`src/rtl/if_id_skid_stage_pkg.sv`:
```
// ---------------------------------------------------------------------------
// if_id_skid_stage_pkg
//   Shared definitions for the pipeline stage registers of the 5-stage CPU
//   (IF/ID today, ID/EX and EX/MEM successors reuse the payload and state
//   encoding).
//   Contents:
//     skid_state_e     - occupancy of a 2-entry skid stage
//     NOP_INSTR_DEFAULT- bubble instruction (MIPS sll $0,$0,0)
//     pipe_payload_t   - {pc, instr} pair carried between stages
//     state_accepts()  - whether a stage in a given state can take input
// ---------------------------------------------------------------------------
package if_id_skid_stage_pkg;

  // Occupancy of the stage: nothing held, main only, main plus skid.
  typedef enum logic [1:0] {
    EMPTY = 2'd0,
    ONE   = 2'd1,
    FULL  = 2'd2
  } skid_state_e;

  localparam int unsigned PIPE_INSTR_W = 32;
  localparam int unsigned PIPE_PC_W    = 32;

  localparam logic [PIPE_INSTR_W-1:0] NOP_INSTR_DEFAULT = 32'h0000_0000;

  // Default-width payload moved between pipeline stages.
  typedef struct packed {
    logic [PIPE_PC_W-1:0]    pc;
    logic [PIPE_INSTR_W-1:0] instr;
  } pipe_payload_t;

  // A stage can take a new entry unless both of its slots are occupied.
  function automatic logic state_accepts(input skid_state_e s);
    return (s != FULL);
  endfunction

endpackage

```
`src/rtl/if_id_skid_stage_sat_counter.sv`:
```
// ---------------------------------------------------------------------------
// sat_counter
//   Saturating up-counter for performance measurement.
//   Ports:
//     clk    in   clock
//     rst_n  in   asynchronous active-low reset (count -> 0)
//     inc    in   count one event this cycle
//     clr    in   synchronous clear, wins over inc
//     count  out  current value, sticks at all-ones
// ---------------------------------------------------------------------------
module sat_counter #(
  parameter int unsigned WIDTH = 16
) (
  input  logic             clk,
  input  logic             rst_n,
  input  logic             inc,
  input  logic             clr,
  output logic [WIDTH-1:0] count
);

  localparam logic [WIDTH-1:0] CNT_MAX  = {WIDTH{1'b1}};
  localparam logic [WIDTH-1:0] CNT_ZERO = {WIDTH{1'b0}};
  localparam logic [WIDTH-1:0] CNT_ONE  = {{(WIDTH-1){1'b0}}, 1'b1};

  logic [WIDTH-1:0] r_count;

  // Counter register: clear first, then saturating increment.
  always_ff @(posedge clk or negedge rst_n) begin
    if (!rst_n) begin
      r_count <= CNT_ZERO;
    end else if (clr) begin
      r_count <= CNT_ZERO;
    end else if (inc && (r_count != CNT_MAX)) begin
      r_count <= r_count + CNT_ONE;
    end else begin
      r_count <= r_count;
    end
  end

  assign count = r_count;

endmodule

```
`src/rtl/if_id_skid_stage.sv`:
```
// ---------------------------------------------------------------------------
// if_id_skid_stage
//   IF/ID pipeline register built as a 2-entry valid/ready skid stage.
//   The main register drives decode; the skid register absorbs the one
//   instruction that fetch may push while decode is stalled, so in_ready
//   can be a pure register output with no path from out_ready.
//   Ports:
//     clk        in   clock, rising edge
//     rst_n      in   asynchronous active-low reset
//     in_valid   in   fetch presents an instruction
//     in_ready   out  stage accepts this cycle (registered)
//     in_instr   in   fetched instruction
//     in_pc      in   PC of fetched instruction
//     flush      in   squash everything held and incoming
//     out_valid  out  out_instr/out_pc are valid
//     out_ready  in   decode consumes this cycle
//     out_instr  out  instruction to decode, NOP_INSTR when invalid
//     out_pc     out  PC to decode, 0 when invalid
//     stall_cnt  out  saturating count of stalled valid cycles
//     clr_cnt    in   synchronous clear of stall_cnt
// ---------------------------------------------------------------------------
module if_id_skid_stage
  import if_id_skid_stage_pkg::*;
#(
  parameter int unsigned       INSTR_W     = 32,
  parameter int unsigned       PC_W        = 32,
  parameter logic [INSTR_W-1:0] NOP_INSTR  = INSTR_W'(NOP_INSTR_DEFAULT),
  parameter int unsigned       STALL_CNT_W = 16
) (
  input  logic                   clk,
  input  logic                   rst_n,
  input  logic                   in_valid,
  output logic                   in_ready,
  input  logic [INSTR_W-1:0]     in_instr,
  input  logic [PC_W-1:0]        in_pc,
  input  logic                   flush,
  output logic                   out_valid,
  input  logic                   out_ready,
  output logic [INSTR_W-1:0]     out_instr,
  output logic [PC_W-1:0]        out_pc,
  output logic [STALL_CNT_W-1:0] stall_cnt,
  input  logic                   clr_cnt
);

  localparam logic [PC_W-1:0]    PC_ZERO    = {PC_W{1'b0}};
  localparam logic [INSTR_W-1:0] INSTR_ZERO = {INSTR_W{1'b0}};

  skid_state_e        r_state;
  logic               r_in_ready;
  logic               r_out_valid;
  logic [INSTR_W-1:0] r_main_instr;
  logic [PC_W-1:0]    r_main_pc;
  logic [INSTR_W-1:0] r_skid_instr;
  logic [PC_W-1:0]    r_skid_pc;

  logic w_accept;
  logic w_consume;
  logic w_stall_inc;

  assign w_accept    = in_valid & r_in_ready;
  assign w_consume   = r_out_valid & out_ready;
  // A flush cycle is not counted as a stall even if decode held off.
  assign w_stall_inc = r_out_valid & ~out_ready & ~flush;

  // Occupancy FSM with main/skid datapath and registered handshake outputs.
  always_ff @(posedge clk or negedge rst_n) begin
    if (!rst_n) begin
      r_state      <= EMPTY;
      r_in_ready   <= 1'b1;
      r_out_valid  <= 1'b0;
      r_main_instr <= NOP_INSTR;
      r_main_pc    <= PC_ZERO;
      r_skid_instr <= INSTR_ZERO;
      r_skid_pc    <= PC_ZERO;
    end else if (flush) begin
      // Anything held or accepted this cycle is dropped; a consume in the
      // same cycle already reached decode and stands.
      r_state      <= EMPTY;
      r_in_ready   <= state_accepts(EMPTY);
      r_out_valid  <= 1'b0;
      r_main_instr <= NOP_INSTR;
      r_main_pc    <= PC_ZERO;
      r_skid_instr <= INSTR_ZERO;
      r_skid_pc    <= PC_ZERO;
    end else begin
      case (r_state)
        EMPTY: begin
          if (w_accept) begin
            r_state      <= ONE;
            r_in_ready   <= state_accepts(ONE);
            r_out_valid  <= 1'b1;
            r_main_instr <= in_instr;
            r_main_pc    <= in_pc;
          end else begin
            r_state    <= EMPTY;
            r_in_ready <= state_accepts(EMPTY);
          end
        end
        ONE: begin
          if (w_accept && w_consume) begin
            // Pass-through: new instruction replaces the one decode took.
            r_state      <= ONE;
            r_in_ready   <= state_accepts(ONE);
            r_main_instr <= in_instr;
            r_main_pc    <= in_pc;
          end else if (w_accept) begin
            // Decode stalled: park the new instruction behind main.
            r_state      <= FULL;
            r_in_ready   <= state_accepts(FULL);
            r_skid_instr <= in_instr;
            r_skid_pc    <= in_pc;
          end else if (w_consume) begin
            r_state      <= EMPTY;
            r_in_ready   <= state_accepts(EMPTY);
            r_out_valid  <= 1'b0;
            r_main_instr <= NOP_INSTR;
            r_main_pc    <= PC_ZERO;
          end else begin
            r_state    <= ONE;
            r_in_ready <= state_accepts(ONE);
          end
        end
        FULL: begin
          // in_ready is low here, so only decode can make progress.
          if (w_consume) begin
            r_state      <= ONE;
            r_in_ready   <= state_accepts(ONE);
            r_main_instr <= r_skid_instr;
            r_main_pc    <= r_skid_pc;
          end else begin
            r_state    <= FULL;
            r_in_ready <= state_accepts(FULL);
          end
        end
        default: begin
          r_state      <= EMPTY;
          r_in_ready   <= 1'b1;
          r_out_valid  <= 1'b0;
          r_main_instr <= NOP_INSTR;
          r_main_pc    <= PC_ZERO;
        end
      endcase
    end
  end

  sat_counter #(
    .WIDTH (STALL_CNT_W)
  ) u_stall_cnt (
    .clk   (clk),
    .rst_n (rst_n),
    .inc   (w_stall_inc),
    .clr   (clr_cnt),
    .count (stall_cnt)
  );

  assign in_ready  = r_in_ready;
  assign out_valid = r_out_valid;
  assign out_instr = r_main_instr;
  assign out_pc    = r_main_pc;

endmodule

```
`config.mk`:
```
export PLATFORM = sky130hd
export DESIGN_NAME = if_id_skid_stage
export DESIGN_NICKNAME = d
export VERILOG_FILES = /design/src/rtl/if_id_skid_stage_pkg.sv /design/src/rtl/if_id_skid_stage_sat_counter.sv /design/src/rtl/if_id_skid_stage.sv
export SDC_FILE = /design/constraint.sdc
export NUM_CORES = 1
export LEC_CHECK = 0
export BUFFER_PORTS_ARGS = -buffer_cell sky130_fd_sc_hd__buf_2
export CORE_MARGIN = 2
export CORE_UTILIZATION = 49
export CTS_CLUSTER_DIAMETER = 100
export DETAILED_ROUTE_END_ITERATION = 10
export HOLD_SLACK_MARGIN = 0.06
export PLACE_DENSITY_LB_ADDON = 0.15
export SLEW_MARGIN = 15
export SYNTH_ARGS = -nofsm -noshare
export SYNTH_HDL_FRONTEND = slang
export SYNTH_SLANG_ARGS = --single-unit
```
`constraint.sdc`:
```
create_clock -name clk -period 2.2 [get_ports clk]
set_input_delay 0.44 -clock clk [delete_from_list [all_inputs] [get_ports clk]]
set_output_delay 0.44 -clock clk [all_outputs]
set_load 0.01 [all_outputs]
```
==> results of run 1 <==
## Yosys cell counts
library cell / instances / share of area (%)
nand3b_1: 1 / 0.11
or3_1: 3 / 0.27
a21oi_1: 78 / 5.7
nand4_1: 5 / 0.45
inv_1: 9 / 0.49
o31ai_1: 8 / 0.87
dfstp_2: 1 / 0.38
buf_1: 3 / 0.16
ha_1: 8 / 1.5
a31oi_1: 1 / 0.091
and3_1: 2 / 0.18
or2_2: 2 / 0.18
nor3b_1: 1 / 0.11
or3b_4: 1 / 0.16
or4b_2: 1 / 0.15
nand2_1: 141 / 7.7
mux2_2: 67 / 11
or4_4: 1 / 0.16
or4_1: 7 / 0.76
nor2_1: 70 / 3.8
a311oi_1: 1 / 0.13
o22a_1: 1 / 0.13
nor3_1: 2 / 0.15
clkbuf_1: 45 / 2.5
nor2b_1: 2 / 0.18
a22oi_1: 66 / 7.2
a21o_1: 3 / 0.33
nand3_1: 4 / 0.29
dfrtp_1: 147 / 53
o2111ai_1: 1 / 0.13
nand2b_1: 1 / 0.091
o211ai_1: 1 / 0.11
buf_2: 6 / 0.44
o21ai_0: 5 / 0.36
nor4_1: 6 / 0.54
## sequential cells by signal (all words and copies together) (netlist names)
| name | flops |
|---|---|
| in_ready | 1 |
| out_instr | 32 |
| out_pc | 32 |
| out_valid | 1 |
| r_skid_instr | 32 |
| r_skid_pc | 32 |
| r_state | 2 |
| u_stall_cnt.count | 16 |
## power by group
group	internal (uW)	switching, uW	total (uW)
logic	646	814	1460
registers	3000	141	3140
clock network	1770	1090	2860
## metal layers
layer | up-vias | part of all wire [%] | track usage, %
met4 | 0 | 1.4 | 8.549
met1 | 2910 | 44 | 30.27
met3 | 20 | 6.0 | 5.901
li1 | 2734 | - | -
met5 | - | 0 | 0
met2 | 181 | 48 | 37.57
## cell families after synthesis
family	count (synthesis)	synth area share, %
flops	148	53.77
buf+inv	63	3.541
compound gates	165	15.00
simple gates	250	15.29
fa+ha+maj	8	1.453
mux	67	10.95
## stage by stage
| stage | setup TNS, ns | cells | util [%] | hold slack (ns) | setup slack [ns] |
|---|---|---|---|---|---|
| 3_5_place_dp | -8.649 | 1006 | 57.73 | 0.4056 | -0.1596 |
| 4_1_cts | 0 | 1037 | 62.04 | 0.2497 | 0.08271 |
| 6_report | 0 | 1038 | 62.10 | 0.2598 | 0.09176 |
| 5_1_grt | 0 | 1037 | 62.08 | 0.2556 | 0.002780 |
| 2_1_floorplan | 0 | 701 | - | 0.1444 | 0.1338 |
| 3_3_place_gp | -6.295 | 1006 | 57.73 | 0.4070 | -0.1132 |
## final cells by class
class,instances,area share [%]
Clock inverter,8,1.180
Inverter,9,0.3934
Antenna cell,1,0.02914
Multi-Input combinational cell,490,34.53
Sequential cell,148,43.14
Timing Repair Buffer,180,12.46
Clock buffer,22,5.639
Tap cell,180,2.623
## cells in the final DEF, fill, tap and decap left out, types with 2 or more instances in the layout
cell,instances
nand2_1,141
mux2_2,67
and3_1,2
nor2_1,70
nor4_1,4
nand3_1,4
buf_12,7
clkinv_2,2
dfrtp_1,147
a21oi_1,78
nor2b_1,2
clkbuf_16,17
a21o_1,2
bufinv_16,2
clkinvlp_4,3
buf_2,150
inv_1,9
nor4_2,2
o21ai_0,5
ha_1,7
a22oi_1,66
or3_1,2
buf_4,21
nand4_1,5
or4_1,7
o31ai_1,8
clkbuf_8,4
or2_2,2
## final timing paths
check                      startpoint                    to  slack (ns)  cells after the start
hold reg to reg            out_pc[19]            out_pc[19]        0.50                      1
max in group asynchronous       rst_n         out_instr[20]        0.87                      3
setup reg to reg            out_valid  u_stall_cnt.count[9]        0.09                      4
setup / recovery            out_valid  u_stall_cnt.count[9]        0.09                      4
min in group asynchronous       rst_n  u_stall_cnt.count[3]        0.52                      2
hold / removal              in_pc[30]         r_skid_pc[30]        0.26                      3
## worst min-delay path: cells and delay by family
kind,cells,cell delay (ns)
AO/OA/AOI/OAI,1,0.05
buffers and inverters,1,0.10
AND/OR/NAND/NOR,1,0.05
## what timing repair did
| action | CTS | global route |
|---|---|---|
| resized for setup | 0 | 1 |
| hold buffers | 1 | 0 |
| setup endpoints to repair | 0 | 1 |
| hold endpoints to repair | 44 | 0 |
==> reports/metrics.yaml, run 1 <==
clock_network:
  clk_latency_ns: 0.42
  ctsRootBufferMaster: "clkbuf_16"
  post-cts-setup-buffers: 0
  cts_sinks: 148
  htreeDepth: 4
  clk_pin_slew_worst_paths_ns: 0.06
  cts_buffer_depth: 2
  numCtsBuffers: 17
  cts_tree: "yes"
final_layout:
  area_growth_pct: 24.62
  finalNetCount: 924
  multi_input_area_sq_mm: 0.002965
  design_area_sq_mm: 0.008587
  num-fill-cells: 1134
  drive_gt1_share_pct: 33.61
  ff_latch_area_sq_mm: 0.003705
floorplanning:
  die_x_microns: 122.6
  initial_core_util_pct: 49.83
  chipHeight_microns: 122.6
  io_pins: 152
  core_area_sq_mm: 0.01383
  dieArea_sq_mm: 0.01503
  rows: 43
sta:
  setup_violations: 0
  worst_slew_pin_slew_ns: 0.5078
  min_period_over_period_pct: 95.83
  finalCriticalPeriod_ns: 2.108
  slew-limit-headroom_pct: 66.14
  hold_violations: 0
  drv_slew: 0
  rsz0062_at_grt: "false"
  skew_ns: 0.006511
  fmax_ghz: 0.4743
routing:
  drc: 0
  wl_per_cell_microns: 16.34
  via_count: 5845
  antenna_left: 0
  vias_per_cell: 5.631
  firstDrtPassIters: 5
  drt-initial-drc-count: 433
  wl_microns: 16960
run_status:
  status: "complete, no violations"
synthesis:
  syn_inst: 701
  synth.distinct_cells: 35
  ys_ff_latch: 148
  syn_nets: 779
  syn_avg_cell_area_sq_um: 9.829
  yosysWarnings: 0
  seq_area_frac_synth_pct: 53.77
  syn_area_sq_mm: 0.006890
place:
  portBuffers: 151
  dp_hpwl_microns: 11000
  gp_congestion: 0.8784
  place_area_sq_mm: 0.007983
global_route:
  grt_max_degree: 69
  grt_pass1_wl_microns: 27460
  grt_pass1_vias: 5663
  grt_use_total_pct: 23.24
  overflow: 0
  antenna_found_initial: 1
critical_path:
  crit_buf_inv: 0
  worst_setup_path_start_kind: "flop"
  path_cells: "or3b_4, or4_4, or4_1, a21oi_1"
  crit_arrival_ns: 2.46
  slowest_stage: "or4_4"
  critical_path_class: "flop to flop"
  max_stage_delay_ns: 0.58
  path_delay_family: "simple AND/OR/NAND/NOR gates"
  critPathCaptureType: "flop"
  cp_max_fo: 5
  worstPathRequired_ns: 2.55
hold_path:
  hp-class: "input pin to flop"
power_and_ir_drop:
  p_per_area_mw_per_mm2: 868.8
  p_total_uw: 7460
  vdd_drop_max_uv: 598.4
  leakagePower_uw: 0.004190
run:
  maxCapViolCount: 0
No activity file was read; power rests on OpenSTA's default activity.
==> run 2: changes to the inputs <==
==> constraint.sdc (replaced) <==
create_clock -name clk -period 2.2 [get_ports clk]
set_input_delay 0.11 -clock clk [delete_from_list [all_inputs] [get_ports clk]]
set_output_delay 0.11 -clock clk [all_outputs]
set_load 0.01 [all_outputs]
==> reports/metrics.yaml, run 2 (same netlist as run 1, synthesis figures left out) <==
sta:
  hold_violations: 0  # unchanged
  drv_slew: 0  # unchanged
  slew-limit-headroom_pct: 55.23  # was 66.14%
  rsz0062_at_grt: "false"  # unchanged
  fmax_ghz: 0.4795  # was 0.4743 GHz
  skew_ns: 0.007063  # was 0.006511 ns
  finalCriticalPeriod_ns: 2.085  # was 2.108 ns
  fin_setup_tns_ns: 0  # unchanged
  worst_slew_pin_slew_ns: 0.6715  # was 0.5078 ns
  setup_violations: 0  # unchanged
  min_period_over_period_pct: 94.79  # was 95.83%
  fin_hold_ws_ns: 0.1046  # was 0.2598 ns
clock_network:
  clk_latency_ns: 0.42  # about the same
  cts_buffer_depth: 2  # unchanged
  numCtsBuffers: 17  # unchanged
  clk_pin_slew_worst_paths_ns: 0.05  # was 0.06 ns
  htreeDepth: 4  # unchanged
  cts_tree: "yes"  # unchanged
  cts_sinks: 148  # unchanged
  ctsRootBufferMaster: "clkbuf_16"  # unchanged
  post_cts_resize_count: 0  # unchanged
final_layout:
  diodes: 0  # was 1
  finalNonFillerCells: 1098  # was 1038
  layout_common_cells: "buf_2 (150), dfrtp_1 (147), nand2_1 (141)"  # unchanged
  area_growth_pct: 33.12  # was 24.62%
  mostFrequentLayoutCell: "buf_2"  # unchanged
  finalNetCount: 985  # was 924
  drive_gt1_share_pct: 30.94  # was 33.61%
  design_area_sq_mm: 0.009173  # was 0.008587 sq mm
floorplanning:
  rows: 43  # unchanged
  die_x_microns: 122.6  # unchanged
  initial_core_util_pct: 49.83  # unchanged
  io_pins: 152  # unchanged
  core_area_sq_mm: 0.01383  # unchanged
  chipHeight_microns: 122.6  # unchanged
  dieArea_sq_mm: 0.01503  # unchanged
critical_path:
  crit_arrival_ns: 2.43  # was 2.46 ns
  cp_max_fo: 6  # was 5
  rr_startpoint: "out_valid"  # unchanged
  cp-startpoint: "out_valid"  # unchanged
  ff2ff_path_depth: 4  # unchanged
  critical_path_class: "flop to flop"  # unchanged
  endpoint: "u_stall_cnt.count[9]"  # unchanged
  worstPathRequired_ns: 2.54  # was 2.55 ns
  worst_setup_path_start_kind: "flop"  # unchanged
  r2r-end: "u_stall_cnt.count[9]"  # unchanged
  reg2reg_slack_ns: 0.11  # was 0.09 ns
  critPathCaptureType: "flop"  # unchanged
hold_path:
  hp-class: "input pin to flop"  # unchanged
  worstHoldStart: "clr_cnt"  # was in_pc[30]
global_route:
  grt_use_total_pct: 24.09  # was 23.24%
  grt_pass1_wl_microns: 28420  # was 27460 microns
  grt_max_degree: 74  # was 69
  overflow: 0  # unchanged
  grt_pass1_vias: 5953  # was 5663
  antenna_found_initial: 0  # was 1
place:
  dp_hpwl_microns: 10810  # was 11000 microns
  place_area_sq_mm: 0.007960  # was 0.007983 sq mm
  portBuffers: 151  # unchanged
  gp_congestion: 0.8433  # was 0.8784
  dpl.cell_count: 1003  # was 1006
routing:
  wl_per_cell_microns: 15.91  # was 16.34 microns
  firstDrtPassIters: 6  # was 5
  wl_microns: 17470  # was 16960 microns
  antenna_left: 0  # unchanged
  vias_per_cell: 5.530  # was 5.631
  drc: 0  # unchanged
  via_count: 6072  # was 5845
  drt-initial-drc-count: 483  # was 433
run_status:
  status: "complete, no violations"  # unchanged
power_and_ir_drop:
  p_per_area_mw_per_mm2: 809.8  # was 868.8 mW/mm^2
  vdd_drop_max_uv: 488.9  # was 598.4 uV
  leakagePower_uw: 0.004439  # was 0.004190 uW
run:
  maxCapViolCount: 0  # unchanged
run 2: worst max-delay path, cell delays in order (launching register included):
cell     delay [ns]
dfrtp_1        0.39
or3b_4         0.40
or4_4          0.58
or4_1          0.49
a21oi_1        0.15
run 2: power breakdown:
part           internal, uW  leakage, uW  switching, uW
Clock                  1660     0.000274           1080
Sequential             3000      0.00200            140
Combinational           714      0.00216            839
run 2: through the flow:
| step | worst slack, ns | utilization [%] | total power, uW |
|---|---|---|---|
| after CTS | 0.1225 | 66.34 | 7505 |
| after global routing | 0.02506 | 66.34 | 7804 |
| after global placement | 0.1548 | 57.57 | 4608 |
| final | 0.1146 | 66.34 | 7428 |
| after floorplan | 0.1525 | - | 4044 |
| after detailed placement | 0.1345 | 57.57 | 4652 |
run 2: metal layers:
metal  global-route usage (%)  wire length [microns]
met5                        0                      0
met4                    9.124                    286
met3                    5.390                    870
met2                    40.35                   8758
met1                    30.56                   7550
run 2: final cells by class:
class,count,area (sq um)
Inverter,9,33.78
Fill cell,1074,4654
Multi-Input combinational cell,490,2959
Clock buffer,22,484.2
Sequential cell,148,3705
Tap cell,180,225.2
Clock inverter,8,77.57
Timing Repair Buffer,241,1688
run 2: timing repair:
item	in CTS	in global routing
hold buffers	65	0
endpoints found under the hold margin	134	0
buffers inserted	0	0
endpoints found under the setup margin	0	0
run 2: worst min-delay path by stage:
stage,endpoint,cells past startpoint
floorplan,out_instr[0],0
global placement,out_instr[28],1
detailed placement,out_instr[24],1
CTS,u_stall_cnt.count[10],2
global route,u_stall_cnt.count[11],2
finish,u_stall_cnt.count[9],2
